==> config.mk <==
export PLATFORM = sky130hd
export DESIGN_NAME = blake2s_msg_feeder
export DESIGN_NICKNAME = d
export VERILOG_FILES = /design/src/rtl/blake2s_msg_feeder.sv
export SDC_FILE = /design/constraint.sdc
export NUM_CORES = 1
export LEC_CHECK = 0
export CAP_MARGIN = 10
export CORE_AREA = 2 2 126 92
export CTS_BUF_LIST = sky130_fd_sc_hd__clkbuf_8
export DETAILED_ROUTE_END_ITERATION = 8
export DIE_AREA = 0 0 128 94
export GPL_ROUTABILITY_DRIVEN = 1
export GPL_TIMING_DRIVEN = 1
export PLACE_DENSITY = 0.78
export SYNTH_ARGS = -nofsm -noshare
export SYNTH_HDL_FRONTEND = slang
export SYNTH_SLANG_ARGS = --single-unit
==> constraint.sdc <==
create_clock -name clk -period 2 [get_ports clk]
set_input_delay 0.6 -clock clk [delete_from_list [all_inputs] [get_ports clk]]
set_output_delay 0.6 -clock clk [all_outputs]
set_load 0.005 [all_outputs]
==> src/rtl/blake2s_msg_feeder.sv <==
// Host-side byte feeder for the byte-serial BLAKE2s core.
// Cuts an upstream byte stream into 64-byte blocks and zero-pads the final one.
module blake2s_msg_feeder #(
    parameter int IDX_W = 6,
    parameter int LL_W  = 64
) (
    input  logic             clk,
    input  logic             nreset,
    input  logic             s_valid_i,
    input  logic [7:0]       s_data_i,
    input  logic             s_last_i,
    input  logic             s_empty_i,
    output logic             s_ready_o,
    input  logic [5:0]       nn_i,
    input  logic             core_ready_v_i,
    output logic [5:0]       core_kk_o,
    output logic [5:0]       core_nn_o,
    output logic [LL_W-1:0]  core_ll_o,
    output logic             core_block_first_o,
    output logic             core_block_last_o,
    output logic             core_data_v_o,
    output logic [IDX_W-1:0] core_data_idx_o,
    output logic [7:0]       core_data_o,
    output logic             busy_o,
    output logic             msg_done_o
);

    typedef enum logic [1:0] {
        ST_IDLE,
        ST_STREAM,
        ST_WAIT,
        ST_PAD
    } state_t;

    localparam logic [IDX_W-1:0] IDX_MAX = {IDX_W{1'b1}};

    state_t           state_q;
    logic [IDX_W-1:0] wr_idx_q;

    logic             ready_c;
    logic             accept;
    logic             is_empty;
    logic [IDX_W-1:0] beat_idx;
    logic [IDX_W-1:0] beat_nxt;
    logic             beat_max;

    always_comb begin
        ready_c = 1'b0;
        unique case (state_q)
            ST_IDLE:   ready_c = core_ready_v_i;
            ST_WAIT:   ready_c = core_ready_v_i;
            ST_STREAM: ready_c = 1'b1;
            ST_PAD:    ready_c = 1'b0;
            default:   ready_c = 1'b0;
        endcase
    end

    // Gate with reset so upstream never sees ready while the block is held.
    assign s_ready_o = nreset & ready_c;
    assign accept    = s_valid_i & s_ready_o;

    // Only the opening beat of a message may be an empty marker.
    assign is_empty = (state_q == ST_IDLE) & s_empty_i & s_last_i;

    // IDLE and WAIT both open a fresh block at idx 0.
    assign beat_idx = (state_q == ST_STREAM) ? wr_idx_q : '0;
    assign beat_nxt = beat_idx + 1'b1;
    assign beat_max = (beat_idx == IDX_MAX);

    assign core_kk_o = 6'd0;
    assign busy_o    = (state_q != ST_IDLE);

    always_ff @(posedge clk or negedge nreset) begin
        if (!nreset) begin
            state_q            <= ST_IDLE;
            wr_idx_q           <= '0;
            core_nn_o          <= '0;
            core_ll_o          <= '0;
            core_block_first_o <= 1'b0;
            core_block_last_o  <= 1'b0;
            core_data_v_o      <= 1'b0;
            core_data_idx_o    <= '0;
            core_data_o        <= '0;
            msg_done_o         <= 1'b0;
        end else begin
            core_data_v_o <= 1'b0;
            msg_done_o    <= 1'b0;
            if (state_q == ST_PAD) begin
                core_data_v_o   <= 1'b1;
                core_data_idx_o <= wr_idx_q;
                core_data_o     <= 8'h00;
                wr_idx_q        <= wr_idx_q + 1'b1;
                if (wr_idx_q == IDX_MAX) begin
                    msg_done_o <= 1'b1;
                    state_q    <= ST_IDLE;
                end
            end else if (accept) begin
                core_data_v_o     <= 1'b1;
                core_data_idx_o   <= beat_idx;
                core_block_last_o <= s_last_i;
                wr_idx_q          <= beat_nxt;
                if (state_q == ST_IDLE) begin
                    core_nn_o          <= nn_i;
                    core_block_first_o <= 1'b1;
                end else if (state_q == ST_WAIT) begin
                    core_block_first_o <= 1'b0;
                end
                if (is_empty) begin
                    // Empty message: idx 0 goes out as the first pad byte.
                    core_data_o <= 8'h00;
                    core_ll_o   <= '0;
                    state_q     <= ST_PAD;
                end else begin
                    core_data_o <= s_data_i;
                    if (state_q == ST_IDLE) begin
                        core_ll_o <= LL_W'(1);
                    end else begin
                        core_ll_o <= core_ll_o + LL_W'(1);
                    end
                    if (beat_max) begin
                        if (s_last_i) begin
                            msg_done_o <= 1'b1;
                            state_q    <= ST_IDLE;
                        end else begin
                            state_q <= ST_WAIT;
                        end
                    end else if (s_last_i) begin
                        state_q <= ST_PAD;
                    end else begin
                        state_q <= ST_STREAM;
                    end
                end
            end
        end
    end

endmodule

==> run summary, run 1 <==
worst vdd ir -> 0.496 mV
outcome -> finished, violations left
leakage power -> 0.00401 uW
Hold WS -> 0.262 ns
Avg WL per Cell -> 19.0 um
CTS Root Cell -> clkbuf_8
Final Cycle Share -> 1.08
routed wire length -> 17600 um
Final Cell Area -> 8080 um2
RSZ-0062 raised after global routing -> yes
Area Growth Syn to Fin -> 62.7%
antenna cells -> 0
critical path endpoint category -> flip-flop
worst slew pin tran -> 0.878 ns
Via density -> 5.94
Clock Sinks -> 96
Final Setup Violations -> 35
#FFs+latches synth -> 96
maxcap violations -> 0
worst reg2reg startpoint -> state_q[0]$_DFFE_PN0P_
failing checks -> DRC, setup timing
pwr dens -> 789 nW/um2
Critical Path AT -> 2.46 ns
Final Util -> 0.753
drt first-iter violations -> 540
Tot GR Track Use -> 0.266
CTS buffer count -> 9
post-synth cell types -> 51
largest net degree at the start of global routing -> 67
GRT met2 Usage -> 0.435
Hold Vio Cnt, Final -> 0
initial antenna violation count -> 0
Post-Syn Instances -> 538
vias post-DR -> 5505
row count -> 32
die width -> 128 um
Reg2Reg Depth -> 8
Tmin final -> 2.17 ns
Die H -> 94 um
placed instance area -> 7030 um2
Clock Skew -> 0.0171 ns
worst min-delay path class -> input port to asynchronous set/reset pin
most frequent cells in the layout -> 125 x buf_4, 93 x dfrtp_1, 73 x nand2_1, 70 x clkdlybuf4s50_1, 30 x dlymetal6s2s_1
ys async rst share -> 1.00
type of the worst setup path -> flip-flop to flip-flop
htree depth -> 3
Detail Route Antenna Nets -> 0
CP required -> 2.29 ns
DP HPWL -> 10900 um
global-route wire length before repair -> 25300 um
number of flops mapped to enable cells by yosys -> 0
Post-synth top flop -> dfrtp_1
Worst-Skew Late Latency -> 0.37 ns
remaining global-route overflow -> 0
IO Port Bufs -> 109
Worst setup SP type -> flip-flop
Crit Path Max Fanout -> 8
met1 Use GR -> 0.357
DRC Markers -> 1
GP Congestion -> 0.889
final non-filler cell total -> 926
CTS clk-pin slew, worst paths -> 0.10 ns
Syn Area/Cell -> 9.24 um2
core area -> 10700 um2
Clock Tree Buf Depth -> 2
Initial Utilization -> 0.463
area of the die -> 12000 um2
sequential fraction of the synthesis area -> 0.484
r2r setup slk -> -0.17 ns
Post-Syn Area -> 4970 um2
met3 usage -> 0.0513
I/O pins -> 116
fin. max-slew vios -> 0
DR pass1 iterations -> 7
placed cell count -> 878
vias in the first global route -> 5228
most common cell after layout, fill and taps aside -> buf_4
worst rel slew slack -> 0.415
capture point of the worst reg-to-reg path -> core_ll_o[50]$_DFFE_PN0P_
final critical-path setup slack -> -0.168 ns
Top Usage Layer GRT -> met2
Yosys warnings -> 0
share of layout cells above drive strength 1 -> 0.325
Nets -> 808
Max Fclk -> 461 MHz
CTS tree -> yes
[logic make-up after synthesis]
| kind of cell | count (synthesis) | share of synthesized area |
|---|---|---|
| mux | 3 | 0.00655 |
| other cells | 1 | 0.000755 |
| compound gates | 130 | 0.165 |
| buf+inv | 41 | 0.0375 |
| xor+xnor | 18 | 0.0317 |
| simple gates | 246 | 0.267 |
| flops | 96 | 0.484 |
| fa+ha+maj | 3 | 0.00756 |
[where the power goes]
part,internal (uW),switching (uW)
clock network,822,699
logic,1250,1130
registers,2250,228
[synthesized netlist by cell type, drive strengths merged (2+ instances only)]
| library cell | n | share of area |
|---|---|---|
| and2 | 6 | 0.0076 |
| xor2 | 13 | 0.023 |
| buf | 13 | 0.016 |
| nand4 | 25 | 0.034 |
| o21a | 2 | 0.0030 |
| nand2 | 79 | 0.060 |
| xnor2 | 5 | 0.0088 |
| o2111ai | 2 | 0.0035 |
| o21ai | 35 | 0.035 |
| nand2b | 3 | 0.0058 |
| inv | 11 | 0.0083 |
| nand3 | 35 | 0.037 |
| ha | 3 | 0.0076 |
| or3 | 8 | 0.010 |
| mux2 | 2 | 0.0045 |
| o31ai | 25 | 0.038 |
| dfrtp | 96 | 0.48 |
| a21boi | 2 | 0.0030 |
| o211ai | 2 | 0.0030 |
| nor2b | 2 | 0.0025 |
| and4 | 4 | 0.0071 |
| nor4 | 9 | 0.019 |
| or4 | 24 | 0.036 |
| and3 | 8 | 0.010 |
| a21oi | 43 | 0.043 |
| clkbuf | 16 | 0.012 |
| nor3 | 6 | 0.0060 |
| or2 | 3 | 0.0038 |
| nor2 | 32 | 0.024 |
| a2111oi | 2 | 0.0086 |
| a22o | 11 | 0.019 |
| a31oi | 3 | 0.0038 |
[worst max-delay path, cell delays in order (launching register included)]
cell and delay, ns:
dfrtp_1 0.41, buf_6 0.14, nand2b_4 0.17, a2111oi_4 0.31
buf_6 0.23, buf_6 0.12, nand4_1 0.09, or4_1 0.49
a21oi_1 0.14
[worst max path at each step]
| stage | startpoint | endpoint | slack (ns) | cells after the start |
|---|---|---|---|---|
| 6_report | state_q[0]$_DFFE_PN0P_ | core_ll_o[50]$_DFFE_PN0P_ | -0.17 | 8 |
| 5_1_grt | state_q[0]$_DFFE_PN0P_ | busy_o | -0.20 | 6 |
| 4_1_cts | state_q[1]$_DFFE_PN0P_ | core_ll_o[59]$_DFFE_PN0P_ | -0.09 | 7 |
| 3_5_place_dp | core_ready_v_i | core_ll_o[59]$_DFFE_PN0P_ | -0.78 | 8 |
| 3_3_place_gp | core_ready_v_i | core_ll_o[59]$_DFFE_PN0P_ | -0.73 | 8 |
| 2_1_floorplan | core_ready_v_i | core_ll_o[46]$_DFFE_PN0P_ | -0.14 | 5 |
[sequential cells by signal, summed over array words and instances, names as in the netlist]
name                cells
core_block_first_o      1
state_q                 2
core_block_last_o       1
core_data_idx_o         6
msg_done_o              1
core_nn_o               6
core_ll_o              64
core_data_v_o           1
wr_idx_q                6
core_data_o             8
[per-layer routing]
layer  share of wire  routed length, um
met2            0.49               8570
met4           0.024                422
met1            0.41               7280
met5               0                  0
met3           0.077               1370
[final cells by class]
type	instances	area, um2
timing repair buffer	259	2410
fill	695	2650
clock buffer	9	124
clock inverter	7	111
sequential	96	2410
tap	136	170
multi-input combinational	407	2810
inverter	12	45.0
[through the flow]
stage | total power (uW) | worst slack, ns | TNS (ns)
finish | 6380 | -0.168 | -2.82
global route | 6700 | -0.203 | -4.90
CTS | 6140 | -0.0916 | -1.35
detailed placement | 4550 | -0.780 | -45.81
global placement | 4450 | -0.731 | -41.75
floorplan | 3360 | -0.140 | -1.20
[repair_timing]
| action | CTS | global route |
|---|---|---|
| pin swaps | 13 | 26 |
| endpoints found under the setup margin | 75 | 80 |
| hold buffers | 0 | 0 |
| setup buffers | 15 | 17 |
| gates cloned | 1 | 1 |
| gates resized for setup | 39 | 124 |
No activity file was read; power rests on OpenSTA's default activity.
==> run 2, diff against run 1 <==
--- a/config.mk
+++ b/config.mk
@@ -12,6 +12,7 @@
 export DIE_AREA = 0 0 128 94
 export GPL_ROUTABILITY_DRIVEN = 1
 export GPL_TIMING_DRIVEN = 1
+export HOLD_SLACK_MARGIN = 0.08
 export PLACE_DENSITY = 0.78
 export SYNTH_ARGS = -nofsm -noshare
 export SYNTH_HDL_FRONTEND = slang
==> results of run 2 <==
No change in the layout: final DEF, timing and power equal those of run 1.
==> run 3, diff against run 2 <==
--- a/config.mk
+++ b/config.mk
@@ -14,6 +14,7 @@
 export GPL_TIMING_DRIVEN = 1
 export HOLD_SLACK_MARGIN = 0.08
 export PLACE_DENSITY = 0.78
+export SLEW_MARGIN = 20
 export SYNTH_ARGS = -nofsm -noshare
 export SYNTH_HDL_FRONTEND = slang
 export SYNTH_SLANG_ARGS = --single-unit
==> results of run 3 <==
No change in the layout: final DEF, timing and power equal those of run 1.
